===== config.mk =====
export PLATFORM = sky130hd
export DESIGN_NAME = y_pixel_filling
export DESIGN_NICKNAME = d
export VERILOG_FILES = /design/src/rtl/y_pixel_filling.sv
export SDC_FILE = /design/constraint.sdc
export NUM_CORES = 1
export LEC_CHECK = 0
export CAP_MARGIN = 5
export CORE_AREA = 2 2 184 150
export CTS_CLUSTER_DIAMETER = 200
export CTS_CLUSTER_SIZE = 24
export DETAILED_ROUTE_END_ITERATION = 10
export DIE_AREA = 0 0 186 152
export PLACE_DENSITY = 0.46
export SLEW_MARGIN = 20
export SYNTH_ARGS = -nofsm -noshare
export SYNTH_HDL_FRONTEND = slang
export SYNTH_SLANG_ARGS = --single-unit

===== constraint.sdc =====
create_clock -name clk -period 8.6 [get_ports clk]
set_input_delay 1.72 -clock clk [delete_from_list [all_inputs] [get_ports clk]]
set_output_delay 1.72 -clock clk [all_outputs]
set_load 0.01 [all_outputs]

===== src/rtl/y_pixel_filling.sv =====
// Vertical single-pixel gap filler for the edge map held in frame RAM.
// Walks START_ADDR..END_ADDR in place: read centre, above, below, then write.
module y_pixel_filling #(
  parameter int          IMG_WIDTH  = 320,
  parameter int          START_ADDR = 2240,
  parameter int          END_ADDR   = 74560,
  parameter logic [31:0] FILL_VALUE = 32'd1
) (
  input  logic        clk,
  input  logic        rst_n,
  input  logic        pause,
  input  logic        enable_y_pixel_filling,
  input  logic [31:0] data_read,
  output logic        wren,
  output logic [31:0] data_write,
  output logic [17:0] address,
  output logic        y_pixel_filling_done,
  output logic [17:0] filled_count
);

  localparam logic [17:0] W     = 18'(IMG_WIDTH);
  localparam logic [17:0] START = 18'(START_ADDR);
  localparam logic [17:0] LAST  = 18'(END_ADDR);
  localparam logic [17:0] MAXC  = '1;

  typedef enum logic [2:0] {
    IDLE, RD_C, RD_A, RD_B, CALC, WR, DONE
  } state_t;

  state_t      state_q, state_d;
  logic [17:0] p_q, p_d;
  logic [31:0] center_q, center_d;
  logic [31:0] above_q, above_d;
  logic        wren_q, wren_d;
  logic [31:0] data_q, data_d;
  logic [17:0] addr_q, addr_d;
  logic        done_q, done_d;
  logic [17:0] cnt_q, cnt_d;
  logic [31:0] result;

  // data_read carries the below neighbour during CALC
  always_comb begin
    result = center_q;
    if (above_q == FILL_VALUE && data_read == FILL_VALUE)
      result = FILL_VALUE;
  end

  always_comb begin
    state_d  = state_q;
    p_d      = p_q;
    center_d = center_q;
    above_d  = above_q;
    wren_d   = wren_q;
    data_d   = data_q;
    addr_d   = addr_q;
    done_d   = done_q;
    cnt_d    = cnt_q;
    if (!pause) begin
      if (!enable_y_pixel_filling) begin
        state_d = IDLE;
        wren_d  = 1'b0;
        addr_d  = '0;
        data_d  = '0;
        done_d  = 1'b0;
      end else begin
        unique case (state_q)
          IDLE: begin
            p_d     = START;
            cnt_d   = '0;
            addr_d  = START;
            wren_d  = 1'b0;
            done_d  = 1'b0;
            state_d = RD_C;
          end
          RD_C: begin
            addr_d  = p_q - W;
            state_d = RD_A;
          end
          RD_A: begin
            center_d = data_read;
            addr_d   = p_q + W;
            state_d  = RD_B;
          end
          RD_B: begin
            above_d = data_read;
            state_d = CALC;
          end
          CALC: begin
            addr_d  = p_q;
            wren_d  = 1'b1;
            data_d  = result;
            if (result == FILL_VALUE &&
                center_q != FILL_VALUE &&
                cnt_q != MAXC)
              cnt_d = cnt_q + 18'd1;
            state_d = WR;
          end
          WR: begin
            wren_d = 1'b0;
            if (p_q == LAST) begin
              addr_d  = '0;
              done_d  = 1'b1;
              state_d = DONE;
            end else begin
              p_d     = p_q + 18'd1;
              addr_d  = p_q + 18'd1;
              state_d = RD_C;
            end
          end
          DONE: begin
            wren_d = 1'b0;
            addr_d = '0;
            done_d = 1'b1;
          end
          default: state_d = IDLE;
        endcase
      end
    end
  end

  always_ff @(posedge clk or negedge rst_n) begin
    if (!rst_n) begin
      state_q  <= IDLE;
      p_q      <= '0;
      center_q <= '0;
      above_q  <= '0;
      wren_q   <= 1'b0;
      data_q   <= '0;
      addr_q   <= '0;
      done_q   <= 1'b0;
      cnt_q    <= '0;
    end else begin
      state_q  <= state_d;
      p_q      <= p_d;
      center_q <= center_d;
      above_q  <= above_d;
      wren_q   <= wren_d;
      data_q   <= data_d;
      addr_q   <= addr_d;
      done_q   <= done_d;
      cnt_q    <= cnt_d;
    end
  end

  assign wren                 = wren_q;
  assign data_write           = data_q;
  assign address              = addr_q;
  assign y_pixel_filling_done = done_q;
  assign filled_count         = cnt_q;

endmodule


==> out/metrics.sh <==
POST_SYNTH.CELL_AREA_AVG_UM2=10.5
CELL_CHAIN_OF_THE_CRITICAL_PATH='clkdlybuf4s50_1, nor2b_1, nand2_1, a21o_1, nor2_1, a221o_1'
ANTENNA_FOUND_INITIAL=0
NETSWITCHINGFRACTION_PCT=31.4
WORST-R2R-CELL-COUNT=11
DESIGN.FINAL.NETS=883
RSZ0062_AT_GRT='false'
FINAL.MIN_CLOCK_PERIOD_NS=4.22
CRITPATHARRIVALTIME_NS=4.58
TIMING_MAX_TRANSITION_VIOLATIONS_FINAL=0
ANTENNADIODECOUNT=0
YOSYS_REGISTER_BITS=155
DIE_AREA_UM2=28300
STATIC-LEAKAGE-POWER_uW=0.00413
TIMING.CLOCK.SKEW_NS=0.00842
SYN_TO_FINAL_GROWTH_PCT=25.6
POWER_DENSITY_nW_PER_UM2=239
ANTENNA_LEFT=0
DIE_W_UM=186
FF_LATCH_AREA_UM2=3880
GRT_REMAINING_OVERFLOW=0
GRT_START_MAX_NET_PINS=62
FINAL_SETUP_TNS_NS=0
WL_PER_CELL_UM=18.4
DEPTH_OF_THE_CRITICAL_TIMING_PATH_WITH_BUFFERS_AND_INVERTERS_INCLUDED=6
SYNTHESIS.INSTANCES=742
PORTBUFFERS=105
TOP_LEVEL_PORTS=106
CTS.ROOT.BUFFER_CELL='sky130_fd_sc_hd__clkbuf_16'
P_SEQ_SHARE_PCT=44.5
DRC_ERRORS=0
CTS.HOLD.BUFFERS_ADDED=0
CTS_SINKS=155
SYNTH_AREA_LEADERS='sky130_fd_sc_hd__dfrtp_1, sky130_fd_sc_hd__mux2_2, sky130_fd_sc_hd__a22o_1'
CTS_TREE='yes'
SLOWEST_STAGE='sky130_fd_sc_hd__nor2b_1'
FINALHOLDVIOLATIONS=0
NUM_ROWS=54
SYNTH-ASYNC-RESET-RATIO_PCT=100
GLOBALPLACE.CONGESTION=0.800
SYNTH-MAIN-FF-CELL='sky130_fd_sc_hd__dfrtp_1'
NETLIST_TOP_CELLS_COUNT='sky130_fd_sc_hd__dfrtp_1, sky130_fd_sc_hd__mux2_2, sky130_fd_sc_hd__nand2_1'
HP-CLASS='register to register'
SYNTH_SEQ_AREA_SHARE_PCT=49.6
SHARE_OF_POST_ROUTE_CELLS_WITH_DRIVE_STRENGTH_ABOVE_1_PCT=14.4
ROUTE.VIAS.TOTAL=6185
INITIAL_CORE_UTIL_PCT=29.3
CRIT_PATH_MAX_FANOUT=15
HOLD_DEPTH=2
POSTROUTEWIRELENGTH_UM=22300
CLOCK_INSERTION_DELAY_WORST_SKEW_NS=0.43
SYNTH_FP_NETS=792
SYNTH_ENABLE_FLOP_CELLS=0
MULTI_INPUT_AREA_UM2=3700
WORST_PIN_SLEW_NS=0.888
CTS_REPAIR_RESIZE_COUNT=0
TIMING.CRITICAL_PATH.MAX_DELAY_FAMILY='simple AND/OR/NAND/NOR gates'
OUTCOME='finished, final reports clean'
SYNTH_TOP_AREA_SHARE_PCT=49.6
TRITONCTS.NUM_BUFFERS=17
FILL_CELLS=2647
MAX_FREQ_MHz=237
SYN-CELL-AREA_UM2=7820
GRT_PASS1_WL_UM=36200
CTS-HTREE-LEVELS=4
MAX_SLEW_MARGIN_PCT=40.6
PEAKVDDDROP_mV=0.138
ENDPOINT_KIND='register'
COMBPWRFRAC_PCT=21.9
CLOCK_POWER_SHARE_PCT=33.6
DETAILED_ROUTING_ITERATIONS_PASS_1=7
OVERALL_ROUTING_RESOURCE_USAGE_PCT=16.5
CORE_UM2=26700
MAX_STAGE_DELAY_NS=0.77
SETUP_VIOLATION_TOTAL_IN_THE_FINAL_TIMING_REPORT=0
CRITICAL_PATH_BUF_INV_COUNT=1
CTS_SETUP_BUFFERS=0
WORST_SETUP_HOLD_PATH_CLK_SLEW_NS=0.07
FINALPOWER_uW=2350
TIMING_WORST_SETUP_PATH_TYPE='primary input to register'
SYNTHDOMINANTAREACELLTYPE='sky130_fd_sc_hd__dfrtp_1'
FINAL_MIN_PERIOD_OVER_CLOCK_PERIOD_PCT=49.1
CP_STARTPOINT_KIND='primary input'
FIRST_GLOBAL_VIAS=6019
DIE_HEIGHT_UM=152
DRTITER0DRC=496
YOSYSWARNINGS=0
CAP_VIOLATIONS=0
CP.REQUIRED_NS=8.97
CELL_INTERNAL_PWR_uW=1610
POWER.SWITCHING_uW=737
YOSYSUNIQUECELLTYPES=70
CELL_WITH_THE_MOST_INSTANCES_AFTER_SYNTHESIS='sky130_fd_sc_hd__dfrtp_1'
PLACE.DETAILED.HPWL_UM=15700
VIASPERCELL=5.11
CLK_PATH_BUF_DEPTH=2
## tightest hold or removal path: stages (launching register included)
cell and delay [ns]:
sky130_fd_sc_hd__dfrtp_1 0.35, sky130_fd_sc_hd__nand2_1 0.05, sky130_fd_sc_hd__nand2_1 0.05
## path summary, 6_finish.rpt
kind	to	slack, ns	startpoint
setup / recovery	address[17]	4.38	pause
max in group asynchronous	center_q[23]	6.19	rst_n
hold / removal	data_write[0]	0.47	data_write[0]
min in group asynchronous	filled_count[6]	1.22	rst_n
setup reg to reg	address[17]	4.81	state_q[0]
hold reg to reg	data_write[0]	0.47	data_write[0]
## through the flow
step	utilization, %	worst slack [ns]	hold slack [ns]	std cells	instance area [um^2]
after floorplan	-	5.18	0.472	742	7820
after CTS	36.8	4.35	0.481	1210	9830
after detailed placement	34.6	3.90	0.465	1178	9220
after global placement	34.6	3.92	0.455	1178	9220
after global routing	36.8	3.98	0.495	1210	9830
final	36.8	4.38	0.475	1210	9830
## registers in the layout (all words and copies together) (netlist names)
| name | flops |
|---|---|
| center_q | 32 |
| wren | 1 |
| p_q | 18 |
| y_pixel_filling_done | 1 |
| filled_count | 18 |
| address | 18 |
| above_q | 32 |
| data_write | 32 |
| state_q | 3 |
## layer usage
layer	routed length [um]	global-route usage, %
met5	0	0
met4	173	3.37
met3	833	3.14
met2	9440	22.7
met1	11800	26.4
## power by group through the flow
stage | Sequential (uW) | Combinational [uW] | Clock (uW)
6_report | 1050 | 515 | 790
5_1_grt | 1080 | 574 | 840
4_1_cts | 1050 | 522 | 808
3_5_place_dp | 1060 | 520 | 0
3_3_place_gp | 1070 | 518 | 0
2_1_floorplan | 1010 | 351 | 0
## cells in the final DEF, fill, tap and decap left out, types with 4 or more instances in the layout
cell,n
sky130_fd_sc_hd__inv_8,4
sky130_fd_sc_hd__and2_1,5
sky130_fd_sc_hd__nor2_1,47
sky130_fd_sc_hd__or4_1,4
sky130_fd_sc_hd__nor2b_1,4
sky130_fd_sc_hd__dfrtp_1,155
sky130_fd_sc_hd__o31ai_1,12
sky130_fd_sc_hd__a221o_1,4
sky130_fd_sc_hd__nor4_1,21
sky130_fd_sc_hd__xnor2_1,9
sky130_fd_sc_hd__and3_1,14
sky130_fd_sc_hd__clkdlybuf4s50_1,104
sky130_fd_sc_hd__mux2_2,64
sky130_fd_sc_hd__inv_1,15
sky130_fd_sc_hd__nand2_1,56
sky130_fd_sc_hd__nand4_1,17
sky130_fd_sc_hd__buf_4,10
sky130_fd_sc_hd__inv_6,6
sky130_fd_sc_hd__nor3_1,13
sky130_fd_sc_hd__clkbuf_16,17
sky130_fd_sc_hd__a22oi_1,4
sky130_fd_sc_hd__a22o_1,36
sky130_fd_sc_hd__nor4b_1,4
sky130_fd_sc_hd__nand3_1,32
sky130_fd_sc_hd__a31oi_1,7
sky130_fd_sc_hd__o21ai_0,52
sky130_fd_sc_hd__a21o_1,6
sky130_fd_sc_hd__o211ai_1,9
sky130_fd_sc_hd__mux2i_1,7
sky130_fd_sc_hd__a21oi_1,26
sky130_fd_sc_hd__ha_1,13
## kinds of logic (layout without fill, tap and decap cells)
logic type / after synthesis / after routing / share of synthesized area (%)
xor+xnor: 12 / 12 / 1.34
flops: 155 / 155 / 49.6
buf+inv: 59 / 163 / 3.25
simple gates: 240 / 240 / 16.2
mux: 71 / 71 / 10.1
compound gates: 191 / 191 / 17.2
fa+ha+maj: 14 / 14 / 2.33
## layout make-up
type	instances	share of cell area [%]
multi-input combinational	528	37.7
inverter	16	0.611
timing repair buffer	115	11.5
tap	364	4.63
sequential	155	39.5
clock inverter	14	1.77
clock buffer	18	4.37
(Power assumes the default switching activity.)
